File: src/rtl/bp_wb_mem_arbiter_if.sv
// Bundles the two-requester command/response channels and the Wishbone master bus
// of bp_wb_mem_arbiter; master = arbiter side, slave = requesters plus Wishbone target.
interface bp_wb_mem_arbiter_if #(
  parameter int addr_width_p = 37,
  parameter int data_width_p = 64
);
  localparam int sel_width_lp = data_width_p / 8;

  logic [1:0]                        req_v_i;
  logic [1:0]                        req_ready_o;
  logic [1:0][addr_width_p-1:0]      req_addr_i;
  logic [1:0][data_width_p-1:0]      req_data_i;
  logic [1:0][sel_width_lp-1:0]      req_sel_i;
  logic [1:0]                        req_we_i;

  logic [1:0]                        resp_v_o;
  logic [1:0]                        resp_ready_i;
  logic [data_width_p-1:0]           resp_data_o;
  logic                              resp_err_o;

  logic [addr_width_p-1:0]           wb_adr_o;
  logic [data_width_p-1:0]           wb_dat_o;
  logic [data_width_p-1:0]           wb_dat_i;
  logic [sel_width_lp-1:0]           wb_sel_o;
  logic                              wb_we_o;
  logic                              wb_stb_o;
  logic                              wb_cyc_o;
  logic                              wb_ack_i;
  logic                              wb_err_i;
  logic [2:0]                        wb_cti_o;
  logic [1:0]                        wb_bte_o;

  logic                              busy_o;

  modport master (
    input  req_v_i, req_addr_i, req_data_i, req_sel_i, req_we_i, resp_ready_i,
           wb_dat_i, wb_ack_i, wb_err_i,
    output req_ready_o, resp_v_o, resp_data_o, resp_err_o,
           wb_adr_o, wb_dat_o, wb_sel_o, wb_we_o, wb_stb_o, wb_cyc_o, wb_cti_o, wb_bte_o,
           busy_o
  );

  modport slave (
    output req_v_i, req_addr_i, req_data_i, req_sel_i, req_we_i, resp_ready_i,
           wb_dat_i, wb_ack_i, wb_err_i,
    input  req_ready_o, resp_v_o, resp_data_o, resp_err_o,
           wb_adr_o, wb_dat_o, wb_sel_o, wb_we_o, wb_stb_o, wb_cyc_o, wb_cti_o, wb_bte_o,
           busy_o
  );
endinterface

File: src/rtl/bp_wb_mem_arbiter.sv
// Round-robin arbiter of two requesters onto one classic Wishbone master, one transaction at a time.
// cyc rises 1 cycle after the command handshake; the response is held until the granted requester accepts it.
module bp_wb_mem_arbiter #(
  parameter int addr_width_p = 37,
  parameter int data_width_p = 64,
  parameter int timeout_p    = 1024
) (
  input  logic                 clk_i,
  input  logic                 reset_n_i,
  bp_wb_mem_arbiter_if.master  bus
);
  localparam int sel_width_lp = data_width_p / 8;
  localparam int cnt_width_lp = (timeout_p > 1) ? $clog2(timeout_p) : 1;
  localparam logic [cnt_width_lp-1:0] cnt_max_lp = cnt_width_lp'(timeout_p - 1);

  typedef enum logic [1:0] {
    e_idle = 2'd0,
    e_bus  = 2'd1,
    e_resp = 2'd2
  } state_e;

  state_e                   r_state;
  state_e                   w_state_n;
  logic                     r_last_grant;
  logic                     r_grant;
  logic [cnt_width_lp-1:0]  r_cnt;
  logic [addr_width_p-1:0]  r_adr;
  logic [data_width_p-1:0]  r_dat;
  logic [sel_width_lp-1:0]  r_sel;
  logic                     r_we;
  logic [data_width_p-1:0]  r_resp_data;
  logic                     r_resp_err;

  logic                     w_grant;
  logic                     w_req_hs;
  logic                     w_resp_hs;
  logic                     w_bus_done;
  logic [1:0]               w_req_ready;
  logic [1:0]               w_resp_v;

  // On a tie the requester that did not win last time is chosen.
  always_comb begin
    w_grant = bus.req_v_i[1];
    if (bus.req_v_i == 2'b11) begin
      w_grant = ~r_last_grant;
    end
  end

  always_comb begin
    w_req_ready = 2'b00;
    if (reset_n_i && (r_state == e_idle)) begin
      w_req_ready[w_grant] = bus.req_v_i[w_grant];
    end
  end

  always_comb begin
    w_resp_v = 2'b00;
    if (r_state == e_resp) begin
      w_resp_v[r_grant] = 1'b1;
    end
  end

  assign w_req_hs   = |(w_req_ready & bus.req_v_i);
  assign w_resp_hs  = (r_state == e_resp) && bus.resp_ready_i[r_grant];
  assign w_bus_done = (r_state == e_bus) &&
                      (bus.wb_ack_i || bus.wb_err_i || (r_cnt == cnt_max_lp));

  always_ff @(posedge clk_i) begin
    if (!reset_n_i) begin
      r_state <= e_idle;
    end else begin
      r_state <= w_state_n;
    end
  end

  always_comb begin
    w_state_n = r_state;
    case (r_state)
      e_idle:  if (w_req_hs)   w_state_n = e_bus;
      e_bus:   if (w_bus_done) w_state_n = e_resp;
      e_resp:  if (w_resp_hs)  w_state_n = e_idle;
      default: w_state_n = e_idle;
    endcase
  end

  always_ff @(posedge clk_i) begin
    if (!reset_n_i) begin
      r_last_grant <= 1'b1;
      r_grant      <= 1'b0;
      r_cnt        <= '0;
      r_adr        <= '0;
      r_dat        <= '0;
      r_sel        <= '0;
      r_we         <= 1'b0;
      r_resp_data  <= '0;
      r_resp_err   <= 1'b0;
    end else begin
      if (w_req_hs) begin
        r_adr        <= bus.req_addr_i[w_grant];
        r_dat        <= bus.req_data_i[w_grant];
        r_sel        <= bus.req_sel_i[w_grant];
        r_we         <= bus.req_we_i[w_grant];
        r_grant      <= w_grant;
        r_last_grant <= w_grant;
        r_cnt        <= '0;
      end
      // err outranks ack; the counter saturates at the abort point instead of wrapping.
      if (r_state == e_bus) begin
        if (bus.wb_err_i) begin
          r_resp_err  <= 1'b1;
          r_resp_data <= '0;
        end else if (bus.wb_ack_i) begin
          r_resp_err  <= 1'b0;
          r_resp_data <= r_we ? '0 : bus.wb_dat_i;
        end else if (r_cnt == cnt_max_lp) begin
          r_resp_err  <= 1'b1;
          r_resp_data <= '0;
        end else begin
          r_cnt <= r_cnt + 1'b1;
        end
      end
    end
  end

  assign bus.req_ready_o = w_req_ready;
  assign bus.resp_v_o    = w_resp_v;
  assign bus.resp_data_o = r_resp_data;
  assign bus.resp_err_o  = r_resp_err;
  assign bus.wb_adr_o    = r_adr;
  assign bus.wb_dat_o    = r_dat;
  assign bus.wb_sel_o    = r_sel;
  assign bus.wb_we_o     = r_we;
  assign bus.wb_cyc_o    = (r_state == e_bus);
  assign bus.wb_stb_o    = (r_state == e_bus);
  assign bus.wb_cti_o    = 3'b000;
  assign bus.wb_bte_o    = 2'b00;
  assign bus.busy_o      = (r_state != e_idle);
endmodule

File: src/flat_wrapper.sv
// flat-port wrapper written by rule: the top's interface ports become plain ports
module bp_wb_mem_arbiter_flat 
#(
  parameter int addr_width_p = 37,
  parameter int data_width_p = 64,
  parameter int timeout_p    = 1024
)
  (clk_i, reset_n_i, bus_req_v_i, bus_req_addr_i, bus_req_data_i, bus_req_sel_i, bus_req_we_i, bus_resp_ready_i, bus_wb_dat_i, bus_wb_ack_i, bus_wb_err_i, bus_req_ready_o, bus_resp_v_o, bus_resp_data_o, bus_resp_err_o, bus_wb_adr_o, bus_wb_dat_o, bus_wb_sel_o, bus_wb_we_o, bus_wb_stb_o, bus_wb_cyc_o, bus_wb_cti_o, bus_wb_bte_o, bus_busy_o);
  bp_wb_mem_arbiter_if #(.addr_width_p(addr_width_p), .data_width_p(data_width_p)) bus_i ();
  input  logic clk_i;
  input  logic reset_n_i;
  input wire logic [$bits(bus_i.req_v_i)-1:0] bus_req_v_i;
  input wire logic [$bits(bus_i.req_addr_i)-1:0] bus_req_addr_i;
  input wire logic [$bits(bus_i.req_data_i)-1:0] bus_req_data_i;
  input wire logic [$bits(bus_i.req_sel_i)-1:0] bus_req_sel_i;
  input wire logic [$bits(bus_i.req_we_i)-1:0] bus_req_we_i;
  input wire logic [$bits(bus_i.resp_ready_i)-1:0] bus_resp_ready_i;
  input wire logic [$bits(bus_i.wb_dat_i)-1:0] bus_wb_dat_i;
  input wire logic [$bits(bus_i.wb_ack_i)-1:0] bus_wb_ack_i;
  input wire logic [$bits(bus_i.wb_err_i)-1:0] bus_wb_err_i;
  output wire logic [$bits(bus_i.req_ready_o)-1:0] bus_req_ready_o;
  output wire logic [$bits(bus_i.resp_v_o)-1:0] bus_resp_v_o;
  output wire logic [$bits(bus_i.resp_data_o)-1:0] bus_resp_data_o;
  output wire logic [$bits(bus_i.resp_err_o)-1:0] bus_resp_err_o;
  output wire logic [$bits(bus_i.wb_adr_o)-1:0] bus_wb_adr_o;
  output wire logic [$bits(bus_i.wb_dat_o)-1:0] bus_wb_dat_o;
  output wire logic [$bits(bus_i.wb_sel_o)-1:0] bus_wb_sel_o;
  output wire logic [$bits(bus_i.wb_we_o)-1:0] bus_wb_we_o;
  output wire logic [$bits(bus_i.wb_stb_o)-1:0] bus_wb_stb_o;
  output wire logic [$bits(bus_i.wb_cyc_o)-1:0] bus_wb_cyc_o;
  output wire logic [$bits(bus_i.wb_cti_o)-1:0] bus_wb_cti_o;
  output wire logic [$bits(bus_i.wb_bte_o)-1:0] bus_wb_bte_o;
  output wire logic [$bits(bus_i.busy_o)-1:0] bus_busy_o;
  assign bus_i.req_v_i = bus_req_v_i;
  assign bus_i.req_addr_i = bus_req_addr_i;
  assign bus_i.req_data_i = bus_req_data_i;
  assign bus_i.req_sel_i = bus_req_sel_i;
  assign bus_i.req_we_i = bus_req_we_i;
  assign bus_i.resp_ready_i = bus_resp_ready_i;
  assign bus_i.wb_dat_i = bus_wb_dat_i;
  assign bus_i.wb_ack_i = bus_wb_ack_i;
  assign bus_i.wb_err_i = bus_wb_err_i;
  assign bus_req_ready_o = bus_i.req_ready_o;
  assign bus_resp_v_o = bus_i.resp_v_o;
  assign bus_resp_data_o = bus_i.resp_data_o;
  assign bus_resp_err_o = bus_i.resp_err_o;
  assign bus_wb_adr_o = bus_i.wb_adr_o;
  assign bus_wb_dat_o = bus_i.wb_dat_o;
  assign bus_wb_sel_o = bus_i.wb_sel_o;
  assign bus_wb_we_o = bus_i.wb_we_o;
  assign bus_wb_stb_o = bus_i.wb_stb_o;
  assign bus_wb_cyc_o = bus_i.wb_cyc_o;
  assign bus_wb_cti_o = bus_i.wb_cti_o;
  assign bus_wb_bte_o = bus_i.wb_bte_o;
  assign bus_busy_o = bus_i.busy_o;
  bp_wb_mem_arbiter #(.addr_width_p(addr_width_p), .data_width_p(data_width_p), .timeout_p(timeout_p)) u_core (.clk_i(clk_i), .reset_n_i(reset_n_i), .bus(bus_i));
endmodule
File: config.mk
export PLATFORM = sky130hd
export DESIGN_NAME = bp_wb_mem_arbiter_flat
export DESIGN_NICKNAME = d
export VERILOG_FILES = /design/src/rtl/bp_wb_mem_arbiter_if.sv /design/src/rtl/bp_wb_mem_arbiter.sv /design/src/flat_wrapper.sv
export SDC_FILE = /design/constraint.sdc
export NUM_CORES = 1
export LEC_CHECK = 0
export CELL_PAD_IN_SITES_DETAIL_PLACEMENT = 2
export CELL_PAD_IN_SITES_GLOBAL_PLACEMENT = 2
export CORE_ASPECT_RATIO = 1.5
export CORE_MARGIN = 1
export CORE_UTILIZATION = 18
export CTS_CLUSTER_SIZE = 12
export DETAILED_ROUTE_END_ITERATION = 8
export PLACE_DENSITY_LB_ADDON = 0.2
export SYNTH_ARGS = -nofsm -noshare
export SYNTH_HDL_FRONTEND = slang
export SYNTH_SLANG_ARGS = --single-unit
File: constraint.sdc
create_clock -name clk_i -period 1.7 [get_ports clk_i]
set_input_delay 0.255 -clock clk_i [delete_from_list [all_inputs] [get_ports clk_i]]
set_output_delay 0.255 -clock clk_i [all_outputs]
set_load 0.01 [all_outputs]
==> out/qor.yml <==
synth.most_common_cell: "dfxtp_1"
rsz0062_at_grt: "yes"
die_w_um: 174
status: "finished clean"
clkPwrFrac_pct: 35.7
drt_wl_total_mm: 37.6
tightest_slew_ps: 527
synth_cells: 876
drc: 0
grt_pass1_vias: 9165
crit_chain: "nor2_4 > buf_6 > o211ai_1 > nor2_1 > buf_4"
hold_violations: 0
io_pins: 479
p_switching_mw: 3.48
path_clk_slew_ps: 70
p_seq_share_pct: 40.7
power_density_mw_per_mm2: 838
cts_root_buf: "clkbuf_16"
crit_slowest_cell: "dfxtp_2"
hp-class: "input pin to flop"
fin_nets: 1651
yosys-top-cells-count: "189 x dfxtp_1, 176 x mux2i_1, 137 x nand2_1, 122 x nand3_1, 113 x o21ai_0"
synth.area.top_cells: "dfxtp_1 47%, mux2i_1 22%, nand3_1 7.6%"
avgSynthCellArea_um2: 9.14
antenna_found_initial: 4
synth_area_leader_cell: "dfxtp_1"
irDropWorstVdd_mv: 0.579
stdcell_area_mm2: 0.0146
cellLeakagePower_nw: 5.79
synth_top_flop_cell: "dfxtp_1"
dp_hpwl_mm: 28.2
critical_path_arrival_ps: 1440
wl_per_cell_um: 19.3
relSlewSlack_pct: 64.8
crit_family: "flip-flops"
internal-power_mw: 8.72
rows: 94
fill_cells: 4834
final_cells: 1951
crit_fanout: 3
ant_nets: 0
clockBufferDepth: 2
setup_viol: 0
worstPathRequired_ps: 1440
grt_max_degree: 94
ys_seq_elements: 189
utilization_pct: 33.2
yosysSeqAreaShare_pct: 47.3
h-tree-depth: 4
drtIter0Drc: 224
async_reset_ff_share_pct: 0
syn_area_mm2: 0.00801
cts.sinks: 189
numCtsBuffers: 17
port_buffers: 473
clk-insertion-delay-late_ps: 460
core_mm2: 0.0439
synth_edf_count: 0
p_total_mw: 12.2
critical_path_class: "flop to primary output"
yosys_warnings: 0
grt.overflow.total: 0
max-cap-violations: 0
drive_gt1_share_pct: 8.83
place_area_mm2: 0.0137
crit_path_start_kind: "flop"
sw_frac_of_total_pct: 28.6
finalCritPeriodShare_pct: 99.5
hold_buffers: 0
fin_skew_ps: 19.2
vias: 8382
dieArea_mm2: 0.0454
cts_tree: "built"
gp_congestion: 0.737
vias_per_cell: 4.30
syn_to_final_growth_pct: 81.8
hold_slack_ps: 172
grt_usage_pct: 16.0
grt_pass1_wl_mm: 54.5
dp.cells: 1906
path_buf_inv: 2
initial_core_util_pct: 18.3
max_freq_mhz: 591
finalCriticalPeriod_ps: 1690
dr.pass1.iters: 4
slowest_delay_ps: 340
crit_path_end_kind: "primary output"
power_frac_comb_pct: 23.6
chipHeight_um: 260
slew_viol_final: 0
synth_top_area_share_pct: 47.3
ys_types: 40
[worst register-to-register path: stages (launching register included)]
cell and delay [ps]:
dfxtp_2 360, ha_4 160, nand3_2 90, o31a_1 270, nand2b_4 210, buf_4 200, a221oi_1 260
[final timing paths]
kind         cells after the start                    endpoint                        from  slack [ps]
min reg2reg                      2  u_core.bus.resp_data_o[28]  u_core.bus.resp_data_o[28]         460
max                              5          bus_req_ready_o[0]           u_core.r_state[0]           8
max reg2reg                      6       u_core.bus.resp_err_o             u_core.r_cnt[0]          60
min                              3              u_core.r_grant                   reset_n_i         170
[state kept, by name, indices dropped and copies added, names as in the netlist]
signal	cells
u_core.bus.resp_data_o	64
u_core.bus.resp_err_o	1
u_core.bus.wb_adr_o	37
u_core.bus.wb_dat_o	64
u_core.bus.wb_sel_o	8
u_core.bus.wb_we_o	1
u_core.r_cnt	10
u_core.r_grant	1
u_core.r_last_grant	1
u_core.r_state	2
[metrics by stage]
stage | setup TNS (ps) | setup WS, ps
floorplan | 0 | 0.276
global placement | -45230 | -462
detailed placement | -57110 | -522
CTS | -63.0 | -63.0
global route | -75.7 | -64.3
finish | 0 | 8.46
[what timing repair did]
action,4_1_cts,5_1_grt
cloned,1,3
setup buffers,2,3
endpoints found under the setup margin,47,42
pin swaps,2,3
resized for setup,46,18
[layout make-up]
cell class / instances / area (um2) / share of cell area (%)
Timing Repair Buffer: 540 / 5510 / 37.9
Multi-Input combinational cell: 603 / 3890 / 26.7
Sequential cell: 189 / 3790 / 26.0
Tap cell: 576 / 721 / 4.95
Clock buffer: 18 / 439 / 3.02
Clock inverter: 14 / 170 / 1.17
Inverter: 7 / 26.3 / 0.181
Antenna cell: 4 / 10.0 / 0.0688
[per-layer routing]
layer  up-vias  global-route usage [%]  wire length [um]
met2       328                    29.7             19800
met3        37                    6.03              3070
met4         0                    5.75               876
li1       4007                       -                 -
met1      4010                    16.0             13900
met5         -                       0                 0
[logic make-up after synthesis]
family          Yosys count  synth area share [%]
other cells               1                0.0468
buf+inv                  88                  5.19
simple gates            280                  15.9
fa+ha+maj                 1                 0.156
xor+xnor                  2                 0.219
compound gates          139                  9.28
mux                     176                  22.0
flops                   189                  47.3
[power by group through the flow]
stage | clock, mW | sequential, mW | combinational [mW]
after CTS | 4.55 | 4.97 | 2.89
after global routing | 4.70 | 5.01 | 3.10
after floorplan | 0 | 5.20 | 0.823
after detailed placement | 0 | 5.06 | 2.85
final | 4.36 | 4.96 | 2.88
after global placement | 0 | 5.04 | 2.82
[cells in the final DEF, fill, tap and decap left out, types with 2 or more instances in the layout]
master / count
dfxtp_1: 185
and3_1: 2
buf_16: 2
dlymetal6s2s_1: 8
buf_4: 45
nand2_1: 137
buf_2: 3
diode_2: 4
mux2i_1: 176
clkbuf_2: 2
o31a_1: 2
buf_6: 7
nor2_1: 4
clkbuf_16: 20
bufinv_16: 2
dlygate4sd2_1: 5
inv_1: 7
a211oi_1: 5
inv_8: 4
buf_12: 12
conb_1: 5
clkdlybuf4s50_1: 452
o21ai_0: 112
inv_6: 5
nand3_1: 122
a21oi_1: 11
dfxtp_2: 4
nand4_1: 2
Note: power is estimated with default switching activity, not from simulation.
